**config.mk**
```make
export PLATFORM = sky130hd
export DESIGN_NAME = median_filter_host_bridge_flat
export DESIGN_NICKNAME = d
export VERILOG_FILES = /design/src/rtl/median_filter_host_bridge_pkg.sv /design/src/rtl/median_filter_host_bridge_if.sv /design/src/rtl/median_filter_host_bridge_port_seq.sv /design/src/rtl/median_filter_host_bridge.sv /design/src/flat_wrapper.sv
export SDC_FILE = /design/constraint.sdc
export NUM_CORES = 1
export LEC_CHECK = 0
export ABC_AREA = 1
export BUFFER_PORTS_ARGS = -buffer_cell sky130_fd_sc_hd__buf_2
export CORE_MARGIN = 2
export CORE_UTILIZATION = 61
export CTS_CLUSTER_DIAMETER = 150
export DETAILED_ROUTE_END_ITERATION = 12
export HOLD_SLACK_MARGIN = 0.1
export PLACE_DENSITY_LB_ADDON = 0.1
export RECOVER_POWER = 100
export SLEW_MARGIN = 20
export SYNTH_ARGS = -nofsm -noshare
export SYNTH_HDL_FRONTEND = slang
export SYNTH_HIERARCHICAL = 1
export SYNTH_SLANG_ARGS = --single-unit
```
**constraint.sdc**
```tcl
create_clock -name CLK -period 5.7 [get_ports CLK]
set_input_delay 0.285 -clock CLK [delete_from_list [all_inputs] [get_ports CLK]]
set_output_delay 0.285 -clock CLK [all_outputs]
set_load 0.01 [all_outputs]
```
**src/rtl/median_filter_host_bridge_pkg.sv**
```systemverilog
// Shared definitions for the median filter host bridge: port address modes and FSM state codes.
package median_filter_host_bridge_pkg;

    localparam logic [1:0] MODE_PIX  = 2'b00;
    localparam logic [1:0] MODE_CTRL = 2'b01;
    localparam logic [1:0] MODE_W    = 2'b10;
    localparam logic [1:0] MODE_H    = 2'b11;

    typedef logic [3:0] state_t;

    localparam state_t S_IDLE      = 4'd0;
    localparam state_t S_LOAD      = 4'd1;
    localparam state_t S_CFG_W     = 4'd2;
    localparam state_t S_CFG_H     = 4'd3;
    localparam state_t S_START     = 4'd4;
    localparam state_t S_POLL_REQ  = 4'd5;
    localparam state_t S_POLL_WAIT = 4'd6;
    localparam state_t S_RD_REQ    = 4'd7;
    localparam state_t S_RD_WAIT   = 4'd8;
    localparam state_t S_RD_OUT    = 4'd9;

endpackage

```
**src/rtl/median_filter_host_bridge_if.sv**
```systemverilog
// Memory-mapped port of median_filter_unit; the bridge is the master side.
interface median_filter_host_bridge_if #(
    parameter int ADDR_WIDTH      = 18,
    parameter int MODE_ADDR_WIDTH = 2,
    parameter int FULL_BIT_WIDTH  = 32
);
    logic [FULL_BIT_WIDTH-1:0]             dina_o;
    logic [MODE_ADDR_WIDTH+ADDR_WIDTH-1:0] addra_o;
    logic                                  wea_o;
    logic                                  ena_o;
    logic [FULL_BIT_WIDTH-1:0]             douta_i;

    modport master (output dina_o, addra_o, wea_o, ena_o, input douta_i);
    modport slave  (input dina_o, addra_o, wea_o, ena_o, output douta_i);
endinterface

```
**src/rtl/median_filter_host_bridge_port_seq.sv**
```systemverilog
// Single-access sequencer: registers one request onto the filter port and flags read data
// RD_LATENCY cycles after the access cycle.
module median_filter_port_seq #(
    parameter int ADDR_WIDTH      = 18,
    parameter int MODE_ADDR_WIDTH = 2,
    parameter int FULL_BIT_WIDTH  = 32,
    parameter int RD_LATENCY      = 1
) (
    input  logic                                  clk,
    input  logic                                  rst,
    median_filter_host_bridge_if.master           fport,
    input  logic                                  req,
    input  logic                                  we,
    input  logic [MODE_ADDR_WIDTH+ADDR_WIDTH-1:0] addr,
    input  logic [FULL_BIT_WIDTH-1:0]             wdata,
    output logic                                  rdata_valid,
    output logic [FULL_BIT_WIDTH-1:0]             rdata
);
    // Bit 0 marks the read access cycle; bit RD_LATENCY marks the cycle douta is valid.
    logic [RD_LATENCY:0] rd_pipe;

    always_ff @(posedge clk) begin
        if (rst) begin
            fport.ena_o   <= 1'b0;
            fport.wea_o   <= 1'b0;
            fport.addra_o <= '0;
            fport.dina_o  <= '0;
            rd_pipe       <= '0;
        end else begin
            fport.ena_o <= req;
            fport.wea_o <= req & we;
            if (req) begin
                fport.addra_o <= addr;
                fport.dina_o  <= wdata;
            end
            rd_pipe <= {rd_pipe[RD_LATENCY-1:0], req & ~we};
        end
    end

    assign rdata_valid = rd_pipe[RD_LATENCY];
    assign rdata       = fport.douta_i;

endmodule

```
**src/rtl/median_filter_host_bridge.sv**
```systemverilog
// Host bridge: streams pixels into median_filter_unit, programs and starts it, polls for
// completion, then streams the filtered image back out.
module median_filter_host_bridge
    import median_filter_host_bridge_pkg::*;
#(
    parameter int ADDR_WIDTH      = 18,
    parameter int MODE_ADDR_WIDTH = 2,
    parameter int FULL_BIT_WIDTH  = 32,
    parameter int BIT_WIDTH       = 8,
    parameter int DIM_WIDTH       = 10,
    parameter int RD_LATENCY      = 1,
    parameter int POLL_TIMEOUT    = 1 << 24
) (
    input  logic                       CLK,
    input  logic                       RST,
    input  logic [DIM_WIDTH-1:0]       cfg_width_i,
    input  logic [DIM_WIDTH-1:0]       cfg_height_i,
    input  logic                       start_i,
    output logic                       busy_o,
    output logic                       done_o,
    output logic                       err_o,
    input  logic [BIT_WIDTH-1:0]       s_data_i,
    input  logic                       s_valid_i,
    output logic                       s_ready_o,
    output logic [BIT_WIDTH-1:0]       m_data_o,
    output logic                       m_valid_o,
    output logic                       m_last_o,
    input  logic                       m_ready_i,
    median_filter_host_bridge_if.master fport
);
    localparam int PROD_W = 2 * DIM_WIDTH;
    localparam int CMP_W  = (PROD_W > ADDR_WIDTH + 1) ? PROD_W : ADDR_WIDTH + 1;
    localparam int POLL_W = $clog2(POLL_TIMEOUT + 1);
    localparam int AW     = MODE_ADDR_WIDTH + ADDR_WIDTH;
    localparam logic [ADDR_WIDTH:0] IDX_ONE = 1;

    state_t                    state;
    logic [DIM_WIDTH-1:0]      w_q, h_q;
    logic [ADDR_WIDTH:0]       npix, idx, idx_next;
    logic [POLL_W-1:0]         poll_cnt;
    logic [CMP_W-1:0]          npix_c;
    logic                      size_bad, in_hs;
    logic                      req, req_we, rdata_valid;
    logic [AW-1:0]             req_addr;
    logic [FULL_BIT_WIDTH-1:0] req_wdata, rdata;

    assign npix_c   = CMP_W'(cfg_width_i) * CMP_W'(cfg_height_i);
    assign size_bad = (cfg_width_i == '0) || (cfg_height_i == '0) ||
                      (npix_c > (CMP_W'(1) << ADDR_WIDTH));
    assign idx_next = idx + IDX_ONE;
    assign in_hs    = s_valid_i && s_ready_o;
    assign busy_o   = (state != S_IDLE);

    always_comb begin
        req       = 1'b0;
        req_we    = 1'b0;
        req_addr  = '0;
        req_wdata = '0;
        case (state)
            S_LOAD: if (in_hs) begin
                req       = 1'b1;
                req_we    = 1'b1;
                req_addr  = {MODE_ADDR_WIDTH'(MODE_PIX), idx[ADDR_WIDTH-1:0]};
                req_wdata = FULL_BIT_WIDTH'(s_data_i);
            end
            S_CFG_W: begin
                req = 1'b1; req_we = 1'b1;
                req_addr  = {MODE_ADDR_WIDTH'(MODE_W), ADDR_WIDTH'(0)};
                req_wdata = FULL_BIT_WIDTH'(w_q);
            end
            S_CFG_H: begin
                req = 1'b1; req_we = 1'b1;
                req_addr  = {MODE_ADDR_WIDTH'(MODE_H), ADDR_WIDTH'(0)};
                req_wdata = FULL_BIT_WIDTH'(h_q);
            end
            S_START: begin
                req = 1'b1; req_we = 1'b1;
                req_addr  = {MODE_ADDR_WIDTH'(MODE_CTRL), ADDR_WIDTH'(0)};
                req_wdata = FULL_BIT_WIDTH'(1);
            end
            S_POLL_REQ: begin
                req      = 1'b1;
                req_addr = {MODE_ADDR_WIDTH'(MODE_CTRL), ADDR_WIDTH'(0)};
            end
            S_RD_REQ: begin
                req      = 1'b1;
                req_addr = {MODE_ADDR_WIDTH'(MODE_PIX), idx[ADDR_WIDTH-1:0]};
            end
            default: ;
        endcase
    end

    median_filter_port_seq #(
        .ADDR_WIDTH     (ADDR_WIDTH),
        .MODE_ADDR_WIDTH(MODE_ADDR_WIDTH),
        .FULL_BIT_WIDTH (FULL_BIT_WIDTH),
        .RD_LATENCY     (RD_LATENCY)
    ) u_port_seq (
        .clk        (CLK),
        .rst        (RST),
        .fport      (fport),
        .req        (req),
        .we         (req_we),
        .addr       (req_addr),
        .wdata      (req_wdata),
        .rdata_valid(rdata_valid),
        .rdata      (rdata)
    );

    always_ff @(posedge CLK) begin
        if (RST) begin
            state     <= S_IDLE;
            w_q       <= '0;
            h_q       <= '0;
            npix      <= '0;
            idx       <= '0;
            poll_cnt  <= '0;
            s_ready_o <= 1'b0;
            m_valid_o <= 1'b0;
            m_last_o  <= 1'b0;
            done_o    <= 1'b0;
            err_o     <= 1'b0;
        end else begin
            done_o <= 1'b0;
            err_o  <= 1'b0;
            case (state)
                S_IDLE: if (start_i) begin
                    w_q  <= cfg_width_i;
                    h_q  <= cfg_height_i;
                    npix <= npix_c[ADDR_WIDTH:0];
                    idx  <= '0;
                    if (size_bad) begin
                        err_o <= 1'b1;
                    end else begin
                        state     <= S_LOAD;
                        s_ready_o <= 1'b1;
                    end
                end
                // Ready drops on the edge that takes the last pixel, so no extra beat slips in.
                S_LOAD: if (in_hs) begin
                    idx <= idx_next;
                    if (idx_next == npix) begin
                        s_ready_o <= 1'b0;
                        state     <= S_CFG_W;
                    end
                end
                S_CFG_W: state <= S_CFG_H;
                S_CFG_H: state <= S_START;
                S_START: begin
                    poll_cnt <= '0;
                    state    <= S_POLL_REQ;
                end
                S_POLL_REQ: state <= S_POLL_WAIT;
                S_POLL_WAIT: if (rdata_valid) begin
                    if (rdata == FULL_BIT_WIDTH'(1)) begin
                        idx   <= '0;
                        state <= S_RD_REQ;
                    end else if (poll_cnt == POLL_W'(POLL_TIMEOUT - 1)) begin
                        err_o <= 1'b1;
                        state <= S_IDLE;
                    end else begin
                        poll_cnt <= poll_cnt + POLL_W'(1);
                        state    <= S_POLL_REQ;
                    end
                end
                S_RD_REQ: state <= S_RD_WAIT;
                S_RD_WAIT: if (rdata_valid) begin
                    m_valid_o <= 1'b1;
                    m_last_o  <= (idx_next == npix);
                    state     <= S_RD_OUT;
                end
                S_RD_OUT: if (m_ready_i) begin
                    m_valid_o <= 1'b0;
                    m_last_o  <= 1'b0;
                    idx       <= idx_next;
                    if (m_last_o) begin
                        done_o <= 1'b1;
                        state  <= S_IDLE;
                    end else begin
                        state <= S_RD_REQ;
                    end
                end
                default: state <= S_IDLE;
            endcase
        end
    end

    // Output pixel register carries data only; its qualifier is m_valid_o.
    always_ff @(posedge CLK) begin
        if (state == S_RD_WAIT && rdata_valid) begin
            m_data_o <= rdata[BIT_WIDTH-1:0];
        end
    end

endmodule

```
**src/flat_wrapper.sv**
```systemverilog
// flat-port wrapper written by rule: the top's interface ports become plain ports
module median_filter_host_bridge_flat import median_filter_host_bridge_pkg::*;
#(
    parameter int ADDR_WIDTH      = 18,
    parameter int MODE_ADDR_WIDTH = 2,
    parameter int FULL_BIT_WIDTH  = 32,
    parameter int BIT_WIDTH       = 8,
    parameter int DIM_WIDTH       = 10,
    parameter int RD_LATENCY      = 1,
    parameter int POLL_TIMEOUT    = 1 << 24
)
  (CLK, RST, cfg_width_i, cfg_height_i, start_i, busy_o, done_o, err_o, s_data_i, s_valid_i, s_ready_o, m_data_o, m_valid_o, m_last_o, m_ready_i, fport_dina_o, fport_addra_o, fport_wea_o, fport_ena_o, fport_douta_i);
  median_filter_host_bridge_if #(.ADDR_WIDTH(ADDR_WIDTH), .MODE_ADDR_WIDTH(MODE_ADDR_WIDTH), .FULL_BIT_WIDTH(FULL_BIT_WIDTH)) fport_i ();
  input  logic CLK;
  input  logic RST;
  input  logic [DIM_WIDTH-1:0] cfg_width_i;
  input  logic [DIM_WIDTH-1:0] cfg_height_i;
  input  logic start_i;
  output logic busy_o;
  output logic done_o;
  output logic err_o;
  input  logic [BIT_WIDTH-1:0] s_data_i;
  input  logic s_valid_i;
  output logic s_ready_o;
  output logic [BIT_WIDTH-1:0] m_data_o;
  output logic m_valid_o;
  output logic m_last_o;
  input  logic m_ready_i;
  output wire logic [$bits(fport_i.dina_o)-1:0] fport_dina_o;
  output wire logic [$bits(fport_i.addra_o)-1:0] fport_addra_o;
  output wire logic [$bits(fport_i.wea_o)-1:0] fport_wea_o;
  output wire logic [$bits(fport_i.ena_o)-1:0] fport_ena_o;
  input wire logic [$bits(fport_i.douta_i)-1:0] fport_douta_i;
  assign fport_dina_o = fport_i.dina_o;
  assign fport_addra_o = fport_i.addra_o;
  assign fport_wea_o = fport_i.wea_o;
  assign fport_ena_o = fport_i.ena_o;
  assign fport_i.douta_i = fport_douta_i;
  median_filter_host_bridge #(.ADDR_WIDTH(ADDR_WIDTH), .MODE_ADDR_WIDTH(MODE_ADDR_WIDTH), .FULL_BIT_WIDTH(FULL_BIT_WIDTH), .BIT_WIDTH(BIT_WIDTH), .DIM_WIDTH(DIM_WIDTH), .RD_LATENCY(RD_LATENCY), .POLL_TIMEOUT(POLL_TIMEOUT)) u_core (.CLK(CLK), .RST(RST), .cfg_width_i(cfg_width_i), .cfg_height_i(cfg_height_i), .start_i(start_i), .busy_o(busy_o), .done_o(done_o), .err_o(err_o), .s_data_i(s_data_i), .s_valid_i(s_valid_i), .s_ready_o(s_ready_o), .m_data_o(m_data_o), .m_valid_o(m_valid_o), .m_last_o(m_last_o), .m_ready_i(m_ready_i), .fport(fport_i));
endmodule
```
==> results of run 1 <==
through the flow:
stage                     hold slack, ps  util (%)  area [um^2]
after floorplan                    356.2         -        12010
after global placement             421.3     64.78        12520
after detailed placement           444.2     64.78        12520
after CTS                          185.0     68.41        13230
after global routing               230.0     67.81        13110
final                              203.1     67.81        13110
worst paths after layout:
| check | from | to | slack [ps] | cells after the start |
|---|---|---|---|---|
| min | m_ready_i | u_core/done_o | 200 | 5 |
| max | cfg_width_i[5] | u_core/s_ready_o | 570 | 29 |
| max reg2reg | u_core/state[0] | u_core/u_port_seq/fport.addra_o[15] | 900 | 14 |
| min reg2reg | u_core/poll_cnt[5] | u_core/poll_cnt[5] | 450 | 1 |
state kept, by name (all words and copies together), names as in the netlist, 2 cells and up:
| register | flops |
|---|---|
| u_core/h_q | 10 |
| u_core/u_port_seq/rd_pipe | 2 |
| u_core/npix | 19 |
| u_core/u_port_seq/fport.addra_o | 20 |
| u_core/w_q | 10 |
| u_core/idx | 19 |
| u_core/state | 4 |
| u_core/m_data_o | 8 |
| u_core/u_port_seq/fport.dina_o | 32 |
| u_core/poll_cnt | 25 |
per-layer routing:
| metal | vias to the layer above | GRT usage, % | part of all wire [%] |
|---|---|---|---|
| li1 | 5643 | - | - |
| met2 | 303 | 47.99 | 49 |
| met4 | 0 | 11.82 | 3.0 |
| met5 | - | 0 | 0 |
| met1 | 5123 | 37.62 | 43 |
| met3 | 56 | 4.065 | 4.5 |
Yosys cell counts (all sizes together), types with 32 or more instances:
cell	instances	area (um^2)
a21oi	88	455.4
buf	57	409.1
clkbuf	38	153.9
dfxtp	148	2963
fa	62	1241
ha	57	713.2
inv	334	1254
nand2	500	1904
nand3	70	367.9
nor2	246	983.4
nor3	32	170.2
o21ai	52	282.8
worst max-delay path, delay by kind of cell:
family / cells / cell delay (ps)
adders and majority gates: 6 / 2910
buffers and inverters: 6 / 490
and+or+nand+nor: 17 / 1780
cell families (layout without fill, tap and decap cells):
logic type / after synthesis / count (layout) / share of synthesized area [%]
AND/OR/NAND/NOR: 896 / 896 / 31.36
buffers and inverters: 433 / 521 / 15.36
AO/OA/AOI/OAI: 170 / 170 / 8.108
flip-flops: 156 / 156 / 26.85
adder cells (fa/ha/maj): 119 / 119 / 16.38
XOR/XNOR: 26 / 26 / 1.909
other: 1 / 22 / 0.03144
where the power goes:
part / internal (W) / leakage, nW / switching, W / total [W]
combinational: 0.00109 / 4.73 / 0.00209 / 0.00317
sequential: 0.00138 / 1.28 / 0.000158 / 0.00154
clock: 0.000714 / 0.299 / 0.000475 / 0.00119
total: 0.00318 / 6.31 / 0.00272 / 0.00590
layout make-up:
| class | count | area, um^2 | area share (%) |
|---|---|---|---|
| multi-input cells | 1233 | 6945 | 52.97 |
| flip-flops and latches | 156 | 3203 | 24.43 |
| inverters | 338 | 1269 | 9.677 |
| repair buffers | 151 | 739.5 | 5.640 |
| clock buffers | 19 | 442.9 | 3.378 |
| well taps | 265 | 331.6 | 2.529 |
| clock inverters | 13 | 180.2 | 1.374 |
==> flow_summary.json, run 1 <==
{
  "detail_route.vias_per_cell": 5.115,
  "placement.setup.worst_slack_ps": 176.8,
  "irDropWorstVdd_v": 0.0004586,
  "hpwlAfterDp_um": 22440,
  "actual_transition_at_the_worst_max_transition_pin_ps": 2544,
  "arrival_ps": 5490,
  "syn-cell-area_um2": 11930,
  "worst_path_largest_cell_delay_ps": 560,
  "htree_levels": 4,
  "cp-start-kind": "primary input",
  "timing_max_transition_violations_final": 109,
  "layout_commonest_cell": "sky130_fd_sc_hd__nand2_1",
  "nNetsFinal": 2081,
  "min_path_type": "in2reg",
  "grt_usage_pct": 28.80,
  "fp.dieH_um": 143.8,
  "areaGrowthSynthToFinish_pct": 9.912,
  "timing.final.hold_violations": 0,
  "synth-edff-count": 8,
  "initial_antenna_violation_count": 0,
  "slowest_stage": "sky130_fd_sc_hd__fa_1",
  "final_layout_size_suffix_gt1_share_pct": 7.016,
  "power.density_nw_per_um2": 450.3,
  "postSynthCellCount": 1801,
  "postRouteAntennaNets": 0,
  "ys_seq_elements": 156,
  "cell_mode_on_critical_path": "sky130_fd_sc_hd__nand2_1",
  "tritoncts_num_sinks": 156,
  "finalCriticalPeriod_ps": 5126,
  "clockRootBuffer": "sky130_fd_sc_hd__clkbuf_16",
  "setup_total_negative_slack_ps": 0,
  "report.power.total_w": 0.005904,
  "placement_rows": 51,
  "fp.dieArea_um2": 20690,
  "clock.fmax_ghz": 0.1951,
  "run_status": "finished, violations left",
  "numPortBuffers": 132,
  "syn-mean-instance-area_um2": 6.624,
  "violations_in_the_final_reports": "capacitance limit, slew limit",
  "seq_area_frac_synth_pct": 26.85,
  "core_region_area_um2": 19330,
  "slew_headroom_pct": -69.61,
  "post-place-cells": 2134,
  "grt_pass1_wl_um": 47820,
  "overflow": 0,
  "detail_route.first_pass.iterations": 5,
  "grt_max_degree": 107,
  "number_of_global_route_vias_before_repair": 9968,
  "critPathRequiredTime_ps": 6060,
  "avgRoutedWirePerCell_um": 13.58,
  "ctsResizeCount": 0,
  "die_width_um": 143.8,
  "cts_buffers": 17,
  "asyncSetResetFlopFracSynth_pct": 0,
  "kind_of_critical_path": "in2reg",
  "end_kind": "register",
  "synth-warning-count": 6,
  "final.setup.worst_slack_ps": 573.9,
  "fin_skew_ps": 7.272,
  "num_antenna_cells": 0,
  "layout.filler_cells": 1802,
  "setup_repair_after_global_routing_missed_its_margin": "false",
  "yosys.cell_types.count": 51,
  "leakage_component_of_the_power_nw": 6.310,
  "maxCapViolations": 2,
  "drt_iter0_drc": 900,
  "postcts_setup_bufs": 0,
  "drc_violations_left": 0,
  "layout.cells.most_common_list": "sky130_fd_sc_hd__nand2_1, sky130_fd_sc_hd__inv_1, sky130_fd_sc_hd__nor2_1",
  "clkSlewWorstSetupHoldPaths_ps": 70,
  "cts-root-to-sink-buffers": 2,
  "cp_max_fo": 12,
  "vias": 11130,
  "ys_dominant_reg_cell": "sky130_fd_sc_hd__dfxtp_1",
  "finalNonFillerCells": 2175,
  "cts_hold_buffers_added": 8,
  "routabilityCongestion": 0.9088,
  "tritoncts": "done",
  "postRouteWirelength_um": 29540,
  "worst_skew_late_latency_ps": 420,
  "setup-violations-final": 0,
  "top_level_ports": 133,
  "timing.final.crit_share_pct": 89.93,
  "initial_core_utilization_pct": 61.70
}
No activity file was read; power rests on OpenSTA's default activity.
==> run 2: changes to the inputs <==
- CORE_MARGIN: 2 -> default
==> run 2 against run 1 <==
The run still ends with capacitance limit, slew limit left. Global-route usage grew 1.4 points. Cell count fell by 0.37%. Non-clock buffer count shrank 3.
==> flow_summary.json, run 2 (synthesis gave the netlist of run 1 again) <==
{
  "run_status": "finished, violations left",
  "detail_route.vias_per_cell": 5.098,
  "setup_total_negative_slack_ps": 0,
  "initial_antenna_violation_count": 0,
  "fin_skew_ps": 12.75,
  "nNetsFinal": 2078,
  "clkSlewWorstSetupHoldPaths_ps": 70,
  "power.density_nw_per_um2": 444.0,
  "timing.final.hold_violations": 0,
  "cts_buffers": 17,
  "routabilityCongestion": 0.9348,
  "placement.setup.worst_slack_ps": 263.8,
  "htree_levels": 4,
  "arrival_ps": 5470,
  "areaGrowthSynthToFinish_pct": 9.230,
  "drc_violations_left": 0,
  "layout.filler_cells": 1796,
  "finalNonFillerCells": 2167,
  "setup_repair_after_global_routing_missed_its_margin": "false",
  "grt_usage_pct": 30.25,
  "kind_of_critical_path": "in2reg",
  "largest_register_ff_count": 32,
  "postRouteWirelength_um": 29620,
  "startpoint": "cfg_height_i[9]",
  "report.power.total_w": 0.005785,
  "clockRootBuffer": "sky130_fd_sc_hd__clkbuf_16",
  "tritoncts_num_sinks": 156,
  "leakage_component_of_the_power_nw": 6.273,
  "detail_route.first_pass.iterations": 6,
  "layout.cells.most_common_list": "sky130_fd_sc_hd__nand2_1, sky130_fd_sc_hd__inv_1, sky130_fd_sc_hd__nor2_1",
  "numPortBuffers": 132,
  "maxCapViolations": 4,
  "max_flop_register": "u_core/u_port_seq/fport.dina_o",
  "clock.fmax_ghz": 0.1960,
  "number_of_global_route_vias_before_repair": 10500,
  "cts-root-to-sink-buffers": 2,
  "largest_registers": "u_core/u_port_seq/fport.dina_o (32), u_core/poll_cnt (25), u_core/u_port_seq/fport.addra_o (20)",
  "ctsResizeCount": 0,
  "timing.final.crit_share_pct": 89.49,
  "worst_skew_late_latency_ps": 430,
  "post-place-cells": 2126,
  "worst_r2r_startpoint": "u_core/state[0]",
  "core_region_area_um2": 18960,
  "finalInstanceArea_um2": 13030,
  "grt_pass1_wl_um": 48590,
  "timing_max_transition_violations_final": 196,
  "setup-violations-final": 0,
  "drt_iter0_drc": 682,
  "cp-start-kind": "primary input",
  "min_path_type": "in2reg",
  "hold_path_startpoint": "m_ready_i",
  "initial_core_utilization_pct": 62.93,
  "placement_rows": 50,
  "end_kind": "register",
  "fp.dieH_um": 141.8,
  "grt_max_degree": 107,
  "postcts_setup_bufs": 0,
  "irDropWorstVdd_v": 0.0002613,
  "actual_transition_at_the_worst_max_transition_pin_ps": 2444,
  "final.setup.worst_slack_ps": 598.9,
  "die_width_um": 141.8,
  "slew_headroom_pct": -62.95,
  "hpwlAfterDp_um": 22350,
  "placedInstanceArea_um2": 12500,
  "fp.dieArea_um2": 20120,
  "cp_max_fo": 12,
  "critPathRequiredTime_ps": 6070,
  "final_layout_size_suffix_gt1_share_pct": 6.660,
  "overflow": 0,
  "top_level_ports": 133,
  "postRouteAntennaNets": 0,
  "violations_in_the_final_reports": "capacitance limit, slew limit",
  "finalCriticalPeriod_ps": 5101,
  "tritoncts": "done",
  "avgRoutedWirePerCell_um": 13.67,
  "vias": 11050,
  "layout_commonest_cell": "sky130_fd_sc_hd__nand2_1",
  "num_antenna_cells": 0
}
## run 2: changes by cell type in the layout (fill, tap and decap cells not counted), moves of 2 or more
cell	delta
sky130_fd_sc_hd__inv_2	-2
sky130_fd_sc_hd__inv_6	-2
sky130_fd_sc_hd__inv_1	+2
sky130_fd_sc_hd__clkinv_4	+2
sky130_fd_sc_hd__bufinv_16	-2
sky130_fd_sc_hd__inv_8	+2
sky130_fd_sc_hd__buf_4	-5
sky130_fd_sc_hd__clkinv_1	+2
## run 2: worst paths after layout
| kind | end | slack (ps) | cells past startpoint |
|---|---|---|---|
| worst max-delay path | u_core/state[3] | 600 | 27 |
| worst max register to register | u_core/u_port_seq/fport.dina_o[11] | 1130 | 14 |
| worst min-delay path | u_core/done_o | 200 | 5 |
| worst min register to register | u_core/u_port_seq/rd_pipe[1] | 450 | 2 |
## run 2: layer usage
metal | vias to the layer above | global-route usage (%) | share of wire (%)
met1 | 5070 | 35.82 | 42
met4 | 0 | 13.19 | 3.5
met5 | - | 0 | 0
met2 | 268 | 54.65 | 51
met3 | 71 | 3.982 | 3.2
li1 | 5639 | - | -
## run 2: worst max-delay path: stages
cell and delay, ps:
sky130_fd_sc_hd__buf_2 210, sky130_fd_sc_hd__nand2_1 120, sky130_fd_sc_hd__fa_1 520, sky130_fd_sc_hd__fa_1 550, sky130_fd_sc_hd__inv_1 60, sky130_fd_sc_hd__fa_1 500, sky130_fd_sc_hd__fa_1 540, sky130_fd_sc_hd__inv_1 50
sky130_fd_sc_hd__fa_1 530, sky130_fd_sc_hd__inv_1 40, sky130_fd_sc_hd__ha_1 350, sky130_fd_sc_hd__nand2_1 120, sky130_fd_sc_hd__inv_1 40, sky130_fd_sc_hd__a21oi_1 230, sky130_fd_sc_hd__nor2_1 70, sky130_fd_sc_hd__nor2_1 130
sky130_fd_sc_hd__nand2_1 60, sky130_fd_sc_hd__nand2_1 50, sky130_fd_sc_hd__nand2_1 70, sky130_fd_sc_hd__nor2_1 110, sky130_fd_sc_hd__nand3_1 70, sky130_fd_sc_hd__nand2_1 60, sky130_fd_sc_hd__nand2_1 70, sky130_fd_sc_hd__nand2_1 110
sky130_fd_sc_hd__nand3_1 190, sky130_fd_sc_hd__and2_0 210, sky130_fd_sc_hd__nor2_2 90
## run 2: repair_timing
action,in CTS,in global routing
hold buffers,8,0
hold endpoints to repair,8,0
setup endpoints to repair,0,0
## run 2: report_power, final
group | leakage (nW) | internal, W | switching, W
logic | 4.71 | 0.00106 | 0.00206
clock network | 0.284 | 0.000619 | 0.000516
registers | 1.28 | 0.00138 | 0.000148
total | 6.27 | 0.00306 | 0.00272
## run 2: final cells by class
class	count	area, um^2	share of cell area [%]
Sequential cell	156	3203	24.58
Tap cell	260	325.3	2.497
Timing Repair Buffer	148	710.7	5.454
Inverter	338	1269	9.737
Clock buffer	17	425.4	3.265
Clock inverter	15	158.9	1.220
Multi-Input combinational cell	1233	6938	53.25
## run 2: stage by stage
step                      hold slack [ps]  utilization (%)
after floorplan                     356.2                -
after global placement              423.0            65.92
after detailed placement            443.6            65.92
after CTS                           189.5            69.43
after global routing                219.7            68.74
final                               200.0            68.74
==> run 3: changes to the inputs <==
- CORE_UTILIZATION: 61 -> 55
- clock period: 5.7 -> 4.4 ns (I/O delays scaled with it)
==> run 3 against run 2 <==
The run ends with capacitance limit, slew limit, setup timing left. First-iteration DRC count down 7.6%. Critical path depth down 1. Clock-buffer cell count unchanged. Register-to-register slack improved by 110 ps. Largest cell class unchanged. Highest routed layer unchanged.
==> flow_summary.json, run 3 (synthesis gave the netlist of run 1 again) <==
{
  "max_flop_register": "u_core/u_port_seq/fport.dina_o",
  "power.density_nw_per_um2": 657.1,
  "leakage_component_of_the_power_nw": 6.954,
  "areaGrowthSynthToFinish_pct": 22.27,
  "largest_register_ff_count": 32,
  "finalNonFillerCells": 2293,
  "slew_headroom_pct": -65.15,
  "setup_total_negative_slack_ps": -626.1,
  "nNetsFinal": 2190,
  "detail_route.vias_per_cell": 4.965,
  "largest_registers": "u_core/u_port_seq/fport.dina_o (32), u_core/poll_cnt (25), u_core/u_port_seq/fport.addra_o (20)",
  "postRouteWirelength_um": 31410,
  "cts-root-to-sink-buffers": 2,
  "end_kind": "register",
  "clkSlewWorstSetupHoldPaths_ps": 60,
  "setup_repair_after_global_routing_missed_its_margin": "true",
  "min_path_type": "in2reg",
  "irDropWorstVdd_v": 0.0004718,
  "drt_iter0_drc": 630,
  "cp-start-kind": "primary input",
  "routabilityCongestion": 0.9334,
  "postRouteAntennaNets": 0,
  "kind_of_critical_path": "in2reg",
  "run_status": "finished, violations left",
  "finalCriticalPeriod_ps": 4533,
  "cts_buffers": 17,
  "avgRoutedWirePerCell_um": 13.70,
  "fp.dieH_um": 149.3,
  "setup-violations-final": 7,
  "layout.cells.most_common_list": "sky130_fd_sc_hd__nand2_1, sky130_fd_sc_hd__inv_1, sky130_fd_sc_hd__nor2_1",
  "timing.final.hold_violations": 0,
  "grt_usage_pct": 28.56,
  "tritoncts": "done",
  "layout_commonest_cell": "sky130_fd_sc_hd__nand2_1",
  "numPortBuffers": 132,
  "timing.final.crit_share_pct": 103.0,
  "detail_route.first_pass.iterations": 5,
  "cell_mode_on_critical_path": "sky130_fd_sc_hd__fa_1",
  "clockRootBuffer": "sky130_fd_sc_hd__clkbuf_16",
  "overflow": 0,
  "tritoncts_num_sinks": 156,
  "worst_path_largest_cell_delay_ps": 530,
  "maxCapViolations": 1,
  "placement.setup.worst_slack_ps": -882.1,
  "cp_max_fo": 6,
  "top_level_ports": 133,
  "placement_rows": 53,
  "violations_in_the_final_reports": "capacitance limit, slew limit, setup timing",
  "critPathRequiredTime_ps": 4750,
  "final_layout_size_suffix_gt1_share_pct": 17.54,
  "core_region_area_um2": 21150,
  "htree_levels": 4,
  "grt_max_degree": 79,
  "initial_antenna_violation_count": 0,
  "fin_skew_ps": 12.46,
  "post-place-cells": 2242,
  "clock.fmax_ghz": 0.2206,
  "number_of_global_route_vias_before_repair": 10730,
  "final.setup.worst_slack_ps": -133.4,
  "initial_core_utilization_pct": 56.39,
  "slowest_stage": "sky130_fd_sc_hd__fa_1",
  "fp.dieArea_um2": 22280,
  "die_width_um": 149.3,
  "hpwlAfterDp_um": 23940,
  "num_antenna_cells": 0,
  "arrival_ps": 4880,
  "vias": 11390,
  "drc_violations_left": 0,
  "hold_ws_ps": 148.2,
  "worst_skew_late_latency_ps": 420,
  "timing_max_transition_violations_final": 51,
  "grt_pass1_wl_um": 50630,
  "actual_transition_at_the_worst_max_transition_pin_ps": 2477
}
run 3: routing by layer:
metal	up-vias	track usage, %	part of all wire [%]
li1	5864	-	-
met1	5222	35.90	45
met2	257	50.88	49
met3	42	4.006	4.0
met4	0	7.500	1.6
met5	-	0	0
run 3: worst paths after layout:
kind | startpoint | to | slack [ps] | cells after the start
worst min-delay path | m_ready_i | u_core/done_o | 150 | 5
worst min register to register | u_core/u_port_seq/rd_pipe[0] | u_core/u_port_seq/rd_pipe[1] | 420 | 2
worst max register to register | u_core/state[0] | u_core/u_port_seq/fport.addra_o[5] | 1240 | 14
worst max-delay path | cfg_width_i[8] | u_core/state[1] | -130 | 26
run 3: timing repair:
item,in CTS,in global routing
endpoints found under the hold margin,8,0
resized for setup,77,64
buffers inserted,8,4
pin swaps,33,40
endpoints found under the setup margin,7,8
hold buffers,8,0
run 3: layout make-up:
class,instances,area [um^2]
clock buffer,17,425.4
clock inverter,14,178.9
fill,1957,6569
inverter,338,1269
multi-input combinational,1233,7457
sequential,156,3203
tap,275,344.1
timing repair buffer,260,1708
run 3: report_power, final:
part,switching (W),leakage [nW],internal [W]
combinational,0.00347,5.39,0.00264
clock,0.000642,0.285,0.000857
sequential,0.000188,1.28,0.00179
total,0.00430,6.95,0.00528
run 3: worst max-delay path, delay by kind of cell:
kind,cells,cell delay [ps]
fa+ha+maj,6,2870
simple gates,15,1400
buf+inv,5,380
run 3: per-stage QoR:
stage / utilization [%] / area, um^2 / power [W]
after floorplan: - / 12280 / 0.005313
after global placement: 63.23 / 13380 / 0.007084
after detailed placement: 63.23 / 13380 / 0.007174
after CTS: 68.15 / 14420 / 0.009163
after global routing: 68.95 / 14590 / 0.01037
final: 68.95 / 14590 / 0.009584
